## src/rtl/rs_pkg.sv

```systemverilog
// Shared defaults, counter sizing and the entry layout for the age-ordered reservation station.
package rs_pkg;

    localparam int DEF_DEPTH  = 8;
    localparam int DEF_ROB_AW = 3;
    localparam int DEF_XLEN   = 32;
    localparam int DEF_NCDB   = 2;
    localparam int DEF_OPW    = 5;

    // Width of a counter that must hold 0..depth inclusive.
    function automatic int CNT_W(input int depth);
        return $clog2(depth + 1);
    endfunction

    // Entry layout at the default widths; the top re-declares it at its own parameter widths.
    typedef struct packed {
        logic                  rdy;
        logic [DEF_ROB_AW-1:0] tag;
        logic [DEF_XLEN-1:0]   val;
    } rs_src_t;

    typedef struct packed {
        logic                  valid;
        logic [DEF_ROB_AW-1:0] rob_addr;
        logic [DEF_OPW-1:0]    op;
        logic                  addr_cal;
        logic                  br_comp;
        rs_src_t               src1;
        rs_src_t               src2;
    } rs_entry_t;

endpackage

```

## src/rtl/rs_age_matrix.sv

```systemverilog
// Relative-age tracker: picks the oldest ready entry as a one-hot vector.
module rs_age_matrix
    import rs_pkg::*;
#(
    parameter int DEPTH = DEF_DEPTH
) (
    input  logic             clk,
    input  logic             rstn,
    input  logic             flush,
    input  logic [DEPTH-1:0] alloc,
    input  logic [DEPTH-1:0] free,
    input  logic [DEPTH-1:0] ready,
    input  logic [DEPTH-1:0] valid,
    output logic [DEPTH-1:0] oldest
);

    // age[i][j] = 1 means entry i is older than entry j
    logic [DEPTH-1:0] age [DEPTH];

    always_ff @(posedge clk or negedge rstn) begin
        if (!rstn) begin
            for (int i = 0; i < DEPTH; i++) age[i] <= '0;
        end else begin
            for (int i = 0; i < DEPTH; i++) begin
                for (int j = 0; j < DEPTH; j++) begin
                    if (flush || free[i] || free[j] || alloc[i])
                        age[i][j] <= 1'b0;
                    else if (alloc[j])
                        age[i][j] <= valid[i];
                end
            end
        end
    end

    genvar gi, gj;
    generate
        for (gi = 0; gi < DEPTH; gi++) begin : g_sel
            logic [DEPTH-1:0] older;
            for (gj = 0; gj < DEPTH; gj++) begin : g_col
                assign older[gj] = age[gj][gi];
            end
            assign oldest[gi] = ready[gi] & ~|(older & ready);
        end
    endgenerate

endmodule

```

## src/rtl/age_ordered_rs.sv

```systemverilog
// Reservation station: captures operands from issue and CDB wakeup, then dispatches
// the oldest ready entry to the functional unit over a valid/ready handshake.
module age_ordered_rs
    import rs_pkg::*;
#(
    parameter int DEPTH  = DEF_DEPTH,
    parameter int ROB_AW = DEF_ROB_AW,
    parameter int XLEN   = DEF_XLEN,
    parameter int NCDB   = DEF_NCDB,
    parameter int OPW    = DEF_OPW
) (
    input  logic                     clk,
    input  logic                     rstn,
    input  logic                     i_flush,
    input  logic                     i_issue_valid,
    output logic                     o_issue_ready,
    input  logic [ROB_AW-1:0]        i_issue_rob_addr,
    input  logic [OPW-1:0]           i_issue_op,
    input  logic                     i_issue_addr_cal,
    input  logic                     i_issue_br_comp,
    input  logic [XLEN-1:0]          i_src1_val,
    input  logic [XLEN-1:0]          i_src2_val,
    input  logic                     i_src1_rdy,
    input  logic                     i_src2_rdy,
    input  logic [ROB_AW-1:0]        i_src1_tag,
    input  logic [ROB_AW-1:0]        i_src2_tag,
    input  logic [NCDB-1:0]          i_cdb_valid,
    input  logic [NCDB*ROB_AW-1:0]   i_cdb_tag,
    input  logic [NCDB*XLEN-1:0]     i_cdb_data,
    output logic                     o_disp_valid,
    input  logic                     i_disp_ready,
    output logic [ROB_AW-1:0]        o_disp_rob_addr,
    output logic [OPW-1:0]           o_disp_op,
    output logic                     o_disp_addr_cal,
    output logic                     o_disp_br_comp,
    output logic [XLEN-1:0]          o_disp_src1,
    output logic [XLEN-1:0]          o_disp_src2,
    output logic [CNT_W(DEPTH)-1:0]  o_count,
    output logic                     o_empty
);

    localparam int CW = CNT_W(DEPTH);

    typedef struct packed {
        logic              rdy;
        logic [ROB_AW-1:0] tag;
        logic [XLEN-1:0]   val;
    } src_t;

    typedef struct packed {
        logic              valid;
        logic [ROB_AW-1:0] rob_addr;
        logic [OPW-1:0]    op;
        logic              addr_cal;
        logic              br_comp;
        src_t              src1;
        src_t              src2;
    } entry_t;

    entry_t           entries [DEPTH];
    logic [CW-1:0]    count_reg;
    logic [DEPTH-1:0] valid_vec, ready_vec, alloc, free, oldest, sel;
    logic             issue_fire, disp_fire;
    entry_t           issue_entry, disp_entry;

    // Snoop all CDB ports; scanning downward lets the lowest matching port win.
    function automatic src_t capture(input src_t s);
        src_t r;
        r = s;
        for (int p = NCDB - 1; p >= 0; p--) begin
            if (!s.rdy && i_cdb_valid[p] && i_cdb_tag[p*ROB_AW +: ROB_AW] == s.tag) begin
                r.rdy = 1'b1;
                r.val = i_cdb_data[p*XLEN +: XLEN];
            end
        end
        return r;
    endfunction

    genvar gi;
    generate
        for (gi = 0; gi < DEPTH; gi++) begin : g_vec
            assign valid_vec[gi] = entries[gi].valid;
            assign ready_vec[gi] = entries[gi].valid & entries[gi].src1.rdy & entries[gi].src2.rdy;
        end
    endgenerate

    assign o_issue_ready = (count_reg != CW'(DEPTH));
    assign issue_fire    = i_issue_valid & o_issue_ready & ~i_flush;
    assign sel           = i_flush ? '0 : oldest;
    assign o_disp_valid  = |sel;
    assign disp_fire     = o_disp_valid & i_disp_ready;
    assign free          = sel & {DEPTH{disp_fire}};

    always_comb begin
        logic found;
        alloc = '0;
        found = 1'b0;
        for (int i = 0; i < DEPTH; i++) begin
            if (!entries[i].valid && !found) begin
                alloc[i] = issue_fire;
                found    = 1'b1;
            end
        end
    end

    always_comb begin
        issue_entry          = '0;
        issue_entry.valid    = 1'b1;
        issue_entry.rob_addr = i_issue_rob_addr;
        issue_entry.op       = i_issue_op;
        issue_entry.addr_cal = i_issue_addr_cal;
        issue_entry.br_comp  = i_issue_br_comp;
        issue_entry.src1     = capture({i_src1_rdy, i_src1_tag, i_src1_val});
        issue_entry.src2     = capture({i_src2_rdy, i_src2_tag, i_src2_val});
    end

    // sel is one-hot or zero, so an OR-style mux yields all zeros when nothing is selected
    always_comb begin
        disp_entry = '0;
        for (int i = 0; i < DEPTH; i++) begin
            if (sel[i]) disp_entry = entries[i];
        end
    end

    always_ff @(posedge clk or negedge rstn) begin
        if (!rstn) begin
            for (int i = 0; i < DEPTH; i++) entries[i] <= '0;
            count_reg <= '0;
        end else if (i_flush) begin
            for (int i = 0; i < DEPTH; i++) entries[i].valid <= 1'b0;
            count_reg <= '0;
        end else begin
            for (int i = 0; i < DEPTH; i++) begin
                if (free[i]) begin
                    entries[i].valid <= 1'b0;
                end else if (alloc[i]) begin
                    entries[i] <= issue_entry;
                end else if (entries[i].valid) begin
                    entries[i].src1 <= capture(entries[i].src1);
                    entries[i].src2 <= capture(entries[i].src2);
                end
            end
            count_reg <= count_reg + CW'(issue_fire) - CW'(disp_fire);
        end
    end

    rs_age_matrix #(.DEPTH(DEPTH)) u_age (
        .clk    (clk),
        .rstn   (rstn),
        .flush  (i_flush),
        .alloc  (alloc),
        .free   (free),
        .ready  (ready_vec),
        .valid  (valid_vec),
        .oldest (oldest)
    );

    assign o_disp_rob_addr = disp_entry.rob_addr;
    assign o_disp_op       = disp_entry.op;
    assign o_disp_addr_cal = disp_entry.addr_cal;
    assign o_disp_br_comp  = disp_entry.br_comp;
    assign o_disp_src1     = disp_entry.src1.val;
    assign o_disp_src2     = disp_entry.src2.val;
    assign o_count         = count_reg;
    assign o_empty         = (count_reg == '0);

endmodule

```

## config.mk

```make
export PLATFORM = sky130hd
export DESIGN_NAME = age_ordered_rs
export DESIGN_NICKNAME = d
export VERILOG_FILES = /design/src/rtl/rs_pkg.sv /design/src/rtl/rs_age_matrix.sv /design/src/rtl/age_ordered_rs.sv
export SDC_FILE = /design/constraint.sdc
export NUM_CORES = 2
export LEC_CHECK = 0
export CORE_MARGIN = 3
export CORE_UTILIZATION = 39
export DETAILED_ROUTE_END_ITERATION = 8
export DONT_BUFFER_PORTS = 1
export RECOVER_POWER = 50
export SLEW_MARGIN = 20
export SYNTH_ARGS = -nofsm -noshare
export SYNTH_HDL_FRONTEND = slang
export SYNTH_HIERARCHICAL = 1
export SYNTH_SLANG_ARGS = --single-unit
```

## constraint.sdc

```tcl
create_clock -name clk -period 11.01 [get_ports clk]
set_input_delay 2.7525 -clock clk [delete_from_list [all_inputs] [get_ports clk]]
set_output_delay 2.7525 -clock clk [all_outputs]
set_load 0.02 [all_outputs]
```

==> metrics.txt <==
status finished with violations; failing checks max-capacitance violations, max-slew violations; post-layout min period around 9400 ps; Antenna Nets Post-Route 0; Setup Fix Bufs, Post-CTS 0; grt ovf 0; Slew @ Worst Pin ~4400 ps; Worst slew margin -1.94; TNS Setup 0 ps; die area 0.126 mm2; area grow syn2layout 7.14%; Sink Count roughly 730; CP Data Required Time between 8000 and 9000 ps; MaxCap Viol Count 12; Final Setup Violations 0; Clock transition at path regs 60 ps; row count roughly 130; predominant post-synthesis flop cell dfrtp_1; P_leak between 20 and 25 nW; CTS tree done; FILL cells 11800; Die Height about 350 um; final hold viol count 0; Starting Density 0.394; CP arrival between 6000 and 7000 ps; Slew Viols, Final 746; YS warnings 6; Finished Layout Cells approximately 6600; Synth async-reset ratio 1.00; vias in the first global route between 40000 and 50000; Crit Path Max Fanout 41; largest net degree at the start of global routing between 700 and 800; Layout Utilization 0.422; mapped cell area approximately 0.047 mm2; Total GRT Usage 0.343; Placement Cell Area about 0.048 mm2; Hold-fix buffers, CTS 0; register area share after synthesis 0.387; worst skew pair latency around 690 ps; H-tree Lvls 3; first-pass GRT wire length 323 mm; final period utilization 0.855; Clock Skews 40.9 ps; CP Launch Type register; final-stage net count 5019; share of the synthesized area in the top cell type 0.387; Ports 240; post-CTS sizing 0; CP Capture Type output port; PD cells about 160 mW/mm2; most frequent cells in the layout dfrtp_1, nand2_1, nor2_1; synth unique cells 88; final instance area just over 0.05 mm2; initial antenna violation count 18; cell total after placement about 6400; WS Path Type register to output port; syn nets around 5500; PortBufs 0; layout cells sized above 1 0.150; DRT iter0 DRCs around 7000; Syn Area/Cell just under 9 um2; cell count after synthesis between 5000 and 6000; Core Area approximately 0.12 mm2; Reg area 0.0183 mm2; root buf cell clkbuf_16; Worst VDD drop about 0.00012 V; drc violations 0; synth top area cells dfrtp_1, mux2_2, nand2_1; Final HPWL DP ~130 mm; Die Wd about 350 um; fmax around 0.11 GHz; Vias around 47000; commonest non-fill, non-tap cell in the layout dfrtp_1; total power a little over 0.008 W; deepest clock path buffer count 3; total detailed-routing wirelength ~220 mm; Post-synth EDFFs 0; wire length per cell approximately 34 um; path type of the worst min-delay path register to register; via density per instance ~7.2; post-synth top area cell dfrtp_1; router iterations before antenna repair 7; RePlAce Congestion approximately 0.88; CTS buffer count 87; Yosys reg bits 732; area of the multi-input gates about 0.026 mm2; RSZ-0062 raised after global routing false
[logic make-up (layout without fill, tap and decap cells)]
| logic type | Yosys count | after routing | share of synthesized area |
|---|---|---|---|
| compound gates | 1839 | 1839 | 0.298 |
| xor+xnor | 113 | 113 | 0.0209 |
| fa+ha+maj | 7 | 7 | 0.00201 |
| buf+inv | 768 | 358 | 0.0692 |
| flops | 732 | 732 | 0.387 |
| mux | 283 | 283 | 0.0655 |
| other cells | 0 | 25 | 0 |
| simple gates | 1593 | 1593 | 0.157 |
[worst max-delay path, stage by stage, from the launching register on]
cell	delay [ps]
dfrtp_1	650
inv_1	130
nor3_1	1000
a22oi_1	170
nand2_1	110
nor2_1	40
buf_4	180
nand2b_1	1500
buf_4	900
o221a_2	340
a22oi_1	80
a21oi_1	780
[layout make-up]
type	count	area share
sequential	732	0.361
clock inverter	44	0.0115
tap	1612	0.0398
clock buffer	117	0.0492
multi-input combinational	3835	0.513
antenna	25	0.00123
inverter	77	0.00588
timing repair buffer	120	0.0182
[where the power goes]
| part | internal [W] | switching (W) | total [W] |
|---|---|---|---|
| Combinational | 0.000587 | 0.000777 | 0.00136 |
| Sequential | 0.00316 | 0.000333 | 0.00350 |
| Clock | 0.00190 | 0.00130 | 0.00320 |
| Total | 0.00565 | 0.00241 | 0.00806 |
[worst paths after layout]
kind                                          start                       end  slack, ps  cells after the start
setup reg to reg               o_count[2]$_DFF_PN0_  entries[509]$_DFFE_PN0P_       3770                      9
max in group asynchronous                      rstn   entries[74]$_DFFE_PN0P_       3720                      3
setup / recovery           entries[165]$_DFFE_PN0P_            o_disp_src2[0]       1600                     11
min in group asynchronous                      rstn   entries[91]$_DFFE_PN0P_       2070                      1
hold / removal              entries[72]$_DFFE_PN0P_   entries[72]$_DFFE_PN0P_        480                      2
hold reg to reg             entries[72]$_DFFE_PN0P_   entries[72]$_DFFE_PN0P_        480                      2
[metrics by stage]
stage,hold slack [ps],setup slack [ps]
2_1_floorplan,437,3650
3_3_place_gp,452,2840
3_5_place_dp,463,2800
4_1_cts,477,2700
5_1_grt,490,1320
6_report,477,1600
[cell usage after synthesis (all sizes together), types with 27 or more instances]
| cell type | n |
|---|---|
| nor2b | 71 |
| o21ai | 108 |
| o32ai | 161 |
| o221a | 72 |
| nand2b | 118 |
| nor4 | 34 |
| a31oi | 27 |
| a211oi | 33 |
| xnor2 | 75 |
| mux2i | 90 |
| mux2 | 193 |
| buf | 201 |
| clkbuf | 490 |
| a21o | 39 |
| a221o | 34 |
| a41oi | 32 |
| a211o | 28 |
| nand4 | 32 |
| and3 | 41 |
| o2bb2ai | 158 |
| inv | 76 |
| xor2 | 38 |
| nor2 | 407 |
| nand3 | 135 |
| o311ai | 74 |
| o31ai | 190 |
| a221oi | 72 |
| dfrtp | 732 |
| o22ai | 258 |
| nor3 | 146 |
| a22oi | 105 |
| o41ai | 65 |
| a21oi | 334 |
| nand2 | 548 |
[flip-flops by register name (all words and copies together) (netlist names)]
| name | flops |
|---|---|
| o_count | 4 |
| entries | 664 |
| u_age/age | 64 |
[per-layer routing]
metal | track usage | part of all wire
met1 | 0.427 | 0.37
met2 | 0.504 | 0.42
met3 | 0.132 | 0.15
met4 | 0.200 | 0.066
met5 | 0 | 0.00034
Power figures use the tool's default switching activity.
